## config.mk

```make
export PLATFORM = sky130hd
export DESIGN_NAME = cos_dp
export DESIGN_NICKNAME = d
export VERILOG_FILES = /design/src/rtl/cos_dp.sv
export SDC_FILE = /design/constraint.sdc
export NUM_CORES = 1
export LEC_CHECK = 0
export ABC_CLOCK_PERIOD_IN_PS = 10200
export CORE_UTILIZATION = 25
export CTS_CLUSTER_SIZE = 12
export DETAILED_ROUTE_END_ITERATION = 8
export SYNTH_ARGS = -nofsm -noshare
export SYNTH_HDL_FRONTEND = slang
export SYNTH_SLANG_ARGS = --single-unit
```

## constraint.sdc

```tcl
create_clock -name clk -period 10.2 [get_ports clk]
set_input_delay 2.04 -clock clk [delete_from_list [all_inputs] [get_ports clk]]
set_output_delay 2.04 -clock clk [all_outputs]
set_load 0.1 [all_outputs]
```

## src/rtl/cos_dp.sv

```systemverilog
// Datapath for an iterative cosine series evaluator: shared Q2.14 multiplier,
// term/coefficient sequencing registers and the series accumulator R.
module cos_dp #(
    parameter int DATA_W = 16,
    parameter int COEF_W = 16
) (
    input  logic              clk,
    input  logic              rst,
    input  logic [DATA_W-1:0] Xin,
    input  logic [7:0]        Yin,
    input  logic              cen,
    input  logic              ldseri,
    input  logic              init_temp,
    input  logic              initseri,
    input  logic              izcounter,
    input  logic              clr,
    input  logic              ld_y,
    input  logic              ldx2,
    input  logic              slx,
    input  logic              slx2,
    input  logic              slR,
    input  logic              ldtemp,
    input  logic              sltemp,
    output logic [DATA_W-1:0] ans,
    output logic              Tsignal,
    output logic              co,
    output logic              ygt_temp
);

    localparam logic [DATA_W-1:0] ONE_Q14 = DATA_W'(16'h4000);

    logic [DATA_W-1:0] x2;
    logic [DATA_W-1:0] temp;
    logic [DATA_W-1:0] r;
    logic [7:0]        y;
    logic [2:0]        cnt;

    logic [DATA_W-1:0] mul_a;
    logic [COEF_W-1:0] mul_b;
    logic [COEF_W-1:0] coef;
    logic [DATA_W-1:0] product;

    // Q2.14 x Q2.14 -> Q2.14: drop 14 fraction bits, keep the next 16 (truncate, no saturation)
    function automatic logic [DATA_W-1:0] trunc_q14(input logic [DATA_W+COEF_W-1:0] full);
        return full[DATA_W+13:14];
    endfunction

    // 1/((2n-1)(2n)) in Q2.14, indexed by term number
    always_comb begin
        coef = '0;
        case (cnt)
            3'd0: coef = COEF_W'(16'h4000);
            3'd1: coef = COEF_W'(16'h2000);
            3'd2: coef = COEF_W'(16'h0555);
            3'd3: coef = COEF_W'(16'h0222);
            3'd4: coef = COEF_W'(16'h0124);
            3'd5: coef = COEF_W'(16'h00B6);
            3'd6: coef = COEF_W'(16'h007C);
            3'd7: coef = COEF_W'(16'h005A);
            default: coef = '0;
        endcase
    end

    always_comb begin
        mul_a   = slx ? Xin : temp;
        mul_b   = slx ? COEF_W'(Xin) : (slx2 ? COEF_W'(x2) : coef);
        product = trunc_q14(DATA_W'(0) + COEF_W'(0) + (DATA_W+COEF_W)'(mul_a) * (DATA_W+COEF_W)'(mul_b));
    end

    assign Tsignal  = cnt[0];
    assign co       = (cnt == 3'b111);
    assign ans      = r;
    assign ygt_temp = ({{(DATA_W-8){1'b0}}, y} > temp);

    always_ff @(posedge clk or posedge rst) begin
        if (rst) begin
            x2 <= '0;
            y  <= '0;
        end else if (clr) begin
            x2 <= '0;
            y  <= '0;
        end else begin
            if (ldx2) x2 <= product;
            if (ld_y) y  <= Yin;
        end
    end

    always_ff @(posedge clk or posedge rst) begin
        if (rst)            temp <= '0;
        else if (init_temp) temp <= ONE_Q14;
        else if (ldtemp)    temp <= sltemp ? product : Xin;
    end

    always_ff @(posedge clk or posedge rst) begin
        if (rst)            cnt <= '0;
        else if (izcounter) cnt <= '0;
        else if (cen)       cnt <= cnt + 3'd1;
    end

    // Odd terms of the cosine series are subtracted; sums wrap modulo 2^16
    always_ff @(posedge clk or posedge rst) begin
        if (rst)              r <= '0;
        else if (initseri)    r <= '0;
        else if (ldseri) begin
            if (!slR)         r <= temp;
            else if (Tsignal) r <= r - temp;
            else              r <= r + temp;
        end
    end

endmodule

```

Yosys cells after proc, flatten, opt, wreduce, memory -nomap -nowiden
Memory sizes are Yosys's and may differ from the RTL's.
Cells that the tools add are included.
{"block": "word_totals", "regBits": 59, "romBits": 104, "in_bits": 39, "output_inout_bits": 19, "word_cells": 33, "n_memories": 1}
{"memory": "(no name shown)", "words": 8, "word_bits": 13, "read_ports": 1, "rd_clocked_by_memory_dff": 0, "wr": 0, "line": "51", "text": "case (cnt)"}
{"block": "op_classes", "n_addsub": 3, "mul": 1, "n_lt_le_gt_ge": 1, "eq_ne": 1, "mux": 16, "reduce_logical": 5}
{"op": "$mux W16", "n": 12}
{"op": "$mul A16 B16 Y30", "n": 1}
{"op": "$add A16 B16 Y16", "n": 1}
{"op": "$gt A8 B16 Y1", "n": 1}
{"op": "$mux W8", "n": 2}
{"op": "$sub A16 B16 Y16", "n": 1}
{"op": "$reduce_bool A2 Y1", "n": 5}
{"op": "$mux W3", "n": 2}
{"op": "$add A3 B1 Y3 const B", "n": 1}
{"op": "$eq A3 B3 Y1 const B", "n": 1}

Longest topological paths before layout
An unclocked memory read counts as a cell.
{"block": "depth", "ltp_word": 7, "ltp_mapped": 30, "depth_no_buf": 28}

Worst setup path after synthesis
No wires, ideal clock.
{"block": "synth_path", "kind": "input-to-reg", "start": "in slx", "end": "reg x2[15]", "arrival_time_ns": 8.579, "path_slack_ns": 1.534, "stages": 28, "cell_sequence": "buf_2 > clkbuf_1 > buf_1 > nand2_1 > o21ai_1 > clkbuf_1 > nand2_1 > fa_1 > inv_1 > fa_1 > inv_1 > fa_1 > inv_1 > fa_1 > fa_1 > inv_1 > fa_1 > inv_1 > ha_1 > a21o_1 > a211oi_1 > o211ai_1 > a22oi_1 > a31oi_4 > a211oi_2 > o21bai_2 > xnor2_1 > a211oi_2"}
{"block": "synth_between", "elab_chain_len": 4, "word_cells_on_any_way": 5, "cone_classes": "mul: 1; mux: 4"}
{"element": "from (decl)", "line": "19", "text": "input logic slx,"}
{"element": "$mux W16, on equally long branches", "line": "65, 66"}
{"element": "$mul A16 B16 Y30 *", "line": "67", "text": "product = trunc_q14(DATA_W'(0) + COEF_W'(0) + (DATA_W+COEF_W)'(mul_a) * (DATA_W+COEF_W)'(mul_b));"}
{"element": "$mux W16 *", "line": "83", "text": "if (ldx2) x2 <= product;"}
{"element": "$mux W16 *", "line": "79", "text": "end else if (clr) begin"}
{"element": "to (signal assigned)", "line": "83"}
{"element": "to (decl)", "line": "32", "text": "logic [DATA_W-1:0] x2;"}
Every way passes the cells marked *; elsewhere a longest branch is shown, timed or not. The select of a mux whose other input is x is not followed.
A chain may end at the register's enable or synchronous reset.

Final worst setup path
{"block": "layout_path", "start": "in slx2", "end": "reg x2[15]"}
{"block": "layout_between", "elab_chain_len": 5}
{"element": "from (decl)", "line": "20", "text": "input logic slx2,"}
{"element": "$mux W16 (2 in a row)", "line": "66", "text": "mul_b = slx ? COEF_W'(Xin) : (slx2 ? COEF_W'(x2) : coef);"}
{"element": "$mul A16 B16 Y30", "line": "67"}
{"element": "$mux W16", "line": "83"}
{"element": "$mux W16", "line": "79"}
No other way between the ends. The select of a mux whose other input is x is not followed.

==> results.tsv <==
stage	metric	value	unit
power_and_ir_drop	power_density	347	nW/um^2
synthesis	synth_top_family_by_area	adder cells	
global_routing	grt_usage	0.156	
die	start_util	0.254	
synthesis	ys_ff_latch	59	
placement	port_buffers	57	
critical_path	critPathMostFrequentCell	fa_1	
global_routing	grt_pass1_vias	11000	
final_layout	drive_gt1_frac	0.0593	
synthesis	mappedNetlistArea	12500	um^2
cts	clk_path_buf_depth	2	
synthesis	ys.flop_type	dfrtp_1	
synthesis	async_flop_share	1.00	
critical_path	cpLargestDelayFamily	adder cells	
critical_path	cp_slowest_stage_delay	0.95	ns
synthesis	synth.area.mux_share	0.0436	
cts	htreeDepth	3	
synthesis	synthSimpleGateAreaFrac	0.159	
detailed_routing	wl_per_cell	17.5	um
global_routing	overflow	0	
final_layout	final_common_cell	inv_1	
timing	clock_skew	0.00676	ns
global_routing	grt_max_degree	60	
synthesis	synth-edff-count	0	
final_layout	antennaDiodeCount	0	
detailed_routing	drtAntennaViolNets	0	
timing	hold_viol	0	
run_status	outcome	finished clean	
power_and_ir_drop	vdd_drop_max	0.281	mV
detailed_routing	vias	10400	
power_and_ir_drop	power.leakage	6.75	nW
timing	report.final.slew_viol_count	0	
final_layout	area.growth.synth_to_final	14.2	%
global_routing	antenna_found_initial	0	
cts	ctsHoldBuffers	0	
timing	period_minus_slack	9.63	ns
cts	postCtsSetupBuffers	0	
synthesis	seq_area_frac_synth	0.119	
die	fp.dieArea	50700	um^2
die	ios	58	
cts	cts_buffers	9	
timing	worst_pin_slew	1.27	ns
placement	dp_hpwl	31800	um
cts	cts_num_sinks	59	
final_layout	num-nets-final	1865	
timing	fmax	0.104	GHz
min_path	hold_class	reg -> reg	
die	rows	81	
cts	insertion_delay	0.33	ns
global_routing	grt_pass1_wl	60800	um
synthesis	ys_warn_count	0	
timing	min_period_over_period	0.944	
critical_path	r2r_setup_slack	2.04	ns
detailed_routing	drt_pre_antenna_iters	5	
synthesis	synth_fa_ha_area_frac	0.432	
critical_path	crit_type	in -> reg	
critical_path	crit_slowest_cell	clkdlybuf4s50_1	
detailed_routing	finalWirelength	38200	um
synthesis	synth_nets	1811	
critical_path	cp-end-kind	flop	
power_and_ir_drop	power.total	4.93	mW
critical_path	path_buf_inv	6	
detailed_routing	drc_errors	0	
detailed_routing	dr.first_iter.drc_count	793	
cts	clock-root-buffer	clkbuf_16	
final_layout	final_area	14200	um^2
synthesis	synth_compound_area_frac	0.120	
synthesis	yosysUniqueCellTypes	69	
critical_path	cp_data_arrival_time	9.78	ns
cts	cts_resized	0	
die	die_width	225	um
synthesis	synthCells	1458	
critical_path	startpoint_type	primary input	
cts	clk_pin_slew_worst_paths	0.06	ns
die	die_y	225	um
timing	setup_violations	0	
final_layout	final_cell_mix	262 x inv_1, 193 x fa_1, 188 x nor2_1, 169 x nand2_1, 121 x ha_1	
timing	maxSlewHeadroom	0.148	
placement	place_area	13900	um^2
synthesis	synthXorXnorAreaFrac	0.0301	
detailed_routing	via_per_inst	4.79	
cts	cts_tree	built	
run	max_cap_violations	0	
placement	gp_congestion	0.942	
critical_path	required	10.35	ns
timing	tns	0	ns
timing	rsz0062_at_grt	no	
critical_path	crit_fanout	17	
die	core_area	49100	um^2
synthesis	synth_area_per_cell	8.54	um^2
[routing by layer]
metal  vias up  GRT usage  routed length [um]
met5         -          0                   0
met2       371      0.258               17600
met4         0     0.0590                1510
met1      5244      0.208               16600
li1       4742          -                   -
met3        84     0.0184                2530
[report_power, final]
part	internal (mW)	leakage [nW]	switching, mW
clock	0.177	0.135	0.114
combinational	1.69	5.84	2.57
sequential	0.298	0.775	0.0847
total	2.17	6.75	2.77
[worst min-delay path: stages (launching register included)]
cell	delay, ns
dfrtp_1	0.34
mux2i_1	0.06
nor2_1	0.08
[cell usage after synthesis (all sizes together) (17+ instances only)]
cell type / count / share of area
mux2i: 46 / 0.037
inv: 263 / 0.079
nand2: 169 / 0.051
fa: 193 / 0.31
nor3: 17 / 0.0068
xnor2: 37 / 0.027
nor2: 188 / 0.057
o21ai: 53 / 0.022
ha: 121 / 0.12
clkbuf: 47 / 0.014
dfrtp: 59 / 0.12
a21oi: 46 / 0.019
a21boi: 17 / 0.010
a211oi: 21 / 0.014
[final timing paths]
kind,startpoint,end,depth (start not counted)
worst max register to register,cnt[0],x2[15],25
worst min-delay path,y[0],y[0],2
worst max-delay path,slx2,x2[15],25
worst min register to register,y[0],y[0],2
max in group asynchronous,rst,ans[15],3
min in group asynchronous,rst,ans[13],3
[flip-flops by register name, summed over array words and instances (netlist names)]
signal / flops
ans: 16
y: 8
temp: 16
x2: 16
cnt: 3
[logic make-up (layout without fill, tap and decap cells)]
logic type	Yosys count	after routing
AO/OA/AOI/OAI	214	214
multiplexers	53	53
XOR/XNOR	42	42
buffers and inverters	319	378
adder cells (fa/ha/maj)	314	314
flip-flops	59	59
AND/OR/NAND/NOR	457	457
[stage by stage]
stage | util | setup WS [ns] | std cells | hold slack, ns
floorplan | - | 1.53 | 1458 | 0.477
global placement | 0.284 | 0.568 | 2165 | 0.500
detailed placement | 0.284 | 0.408 | 2165 | 0.504
CTS | 0.290 | 0.729 | 2181 | 0.517
global route | 0.290 | 0.276 | 2181 | 0.556
finish | 0.290 | 0.571 | 2181 | 0.517
[area by class of cell]
class | instances | area (um^2)
Tap cell | 664 | 831
Fill cell | 5289 | 34800
Clock inverter | 4 | 25.0
Inverter | 263 | 987
Timing Repair Buffer | 99 | 881
Multi-Input combinational cell | 1080 | 9770
Clock buffer | 12 | 256
Sequential cell | 59 | 1480
Power figures use the tool's default switching activity.
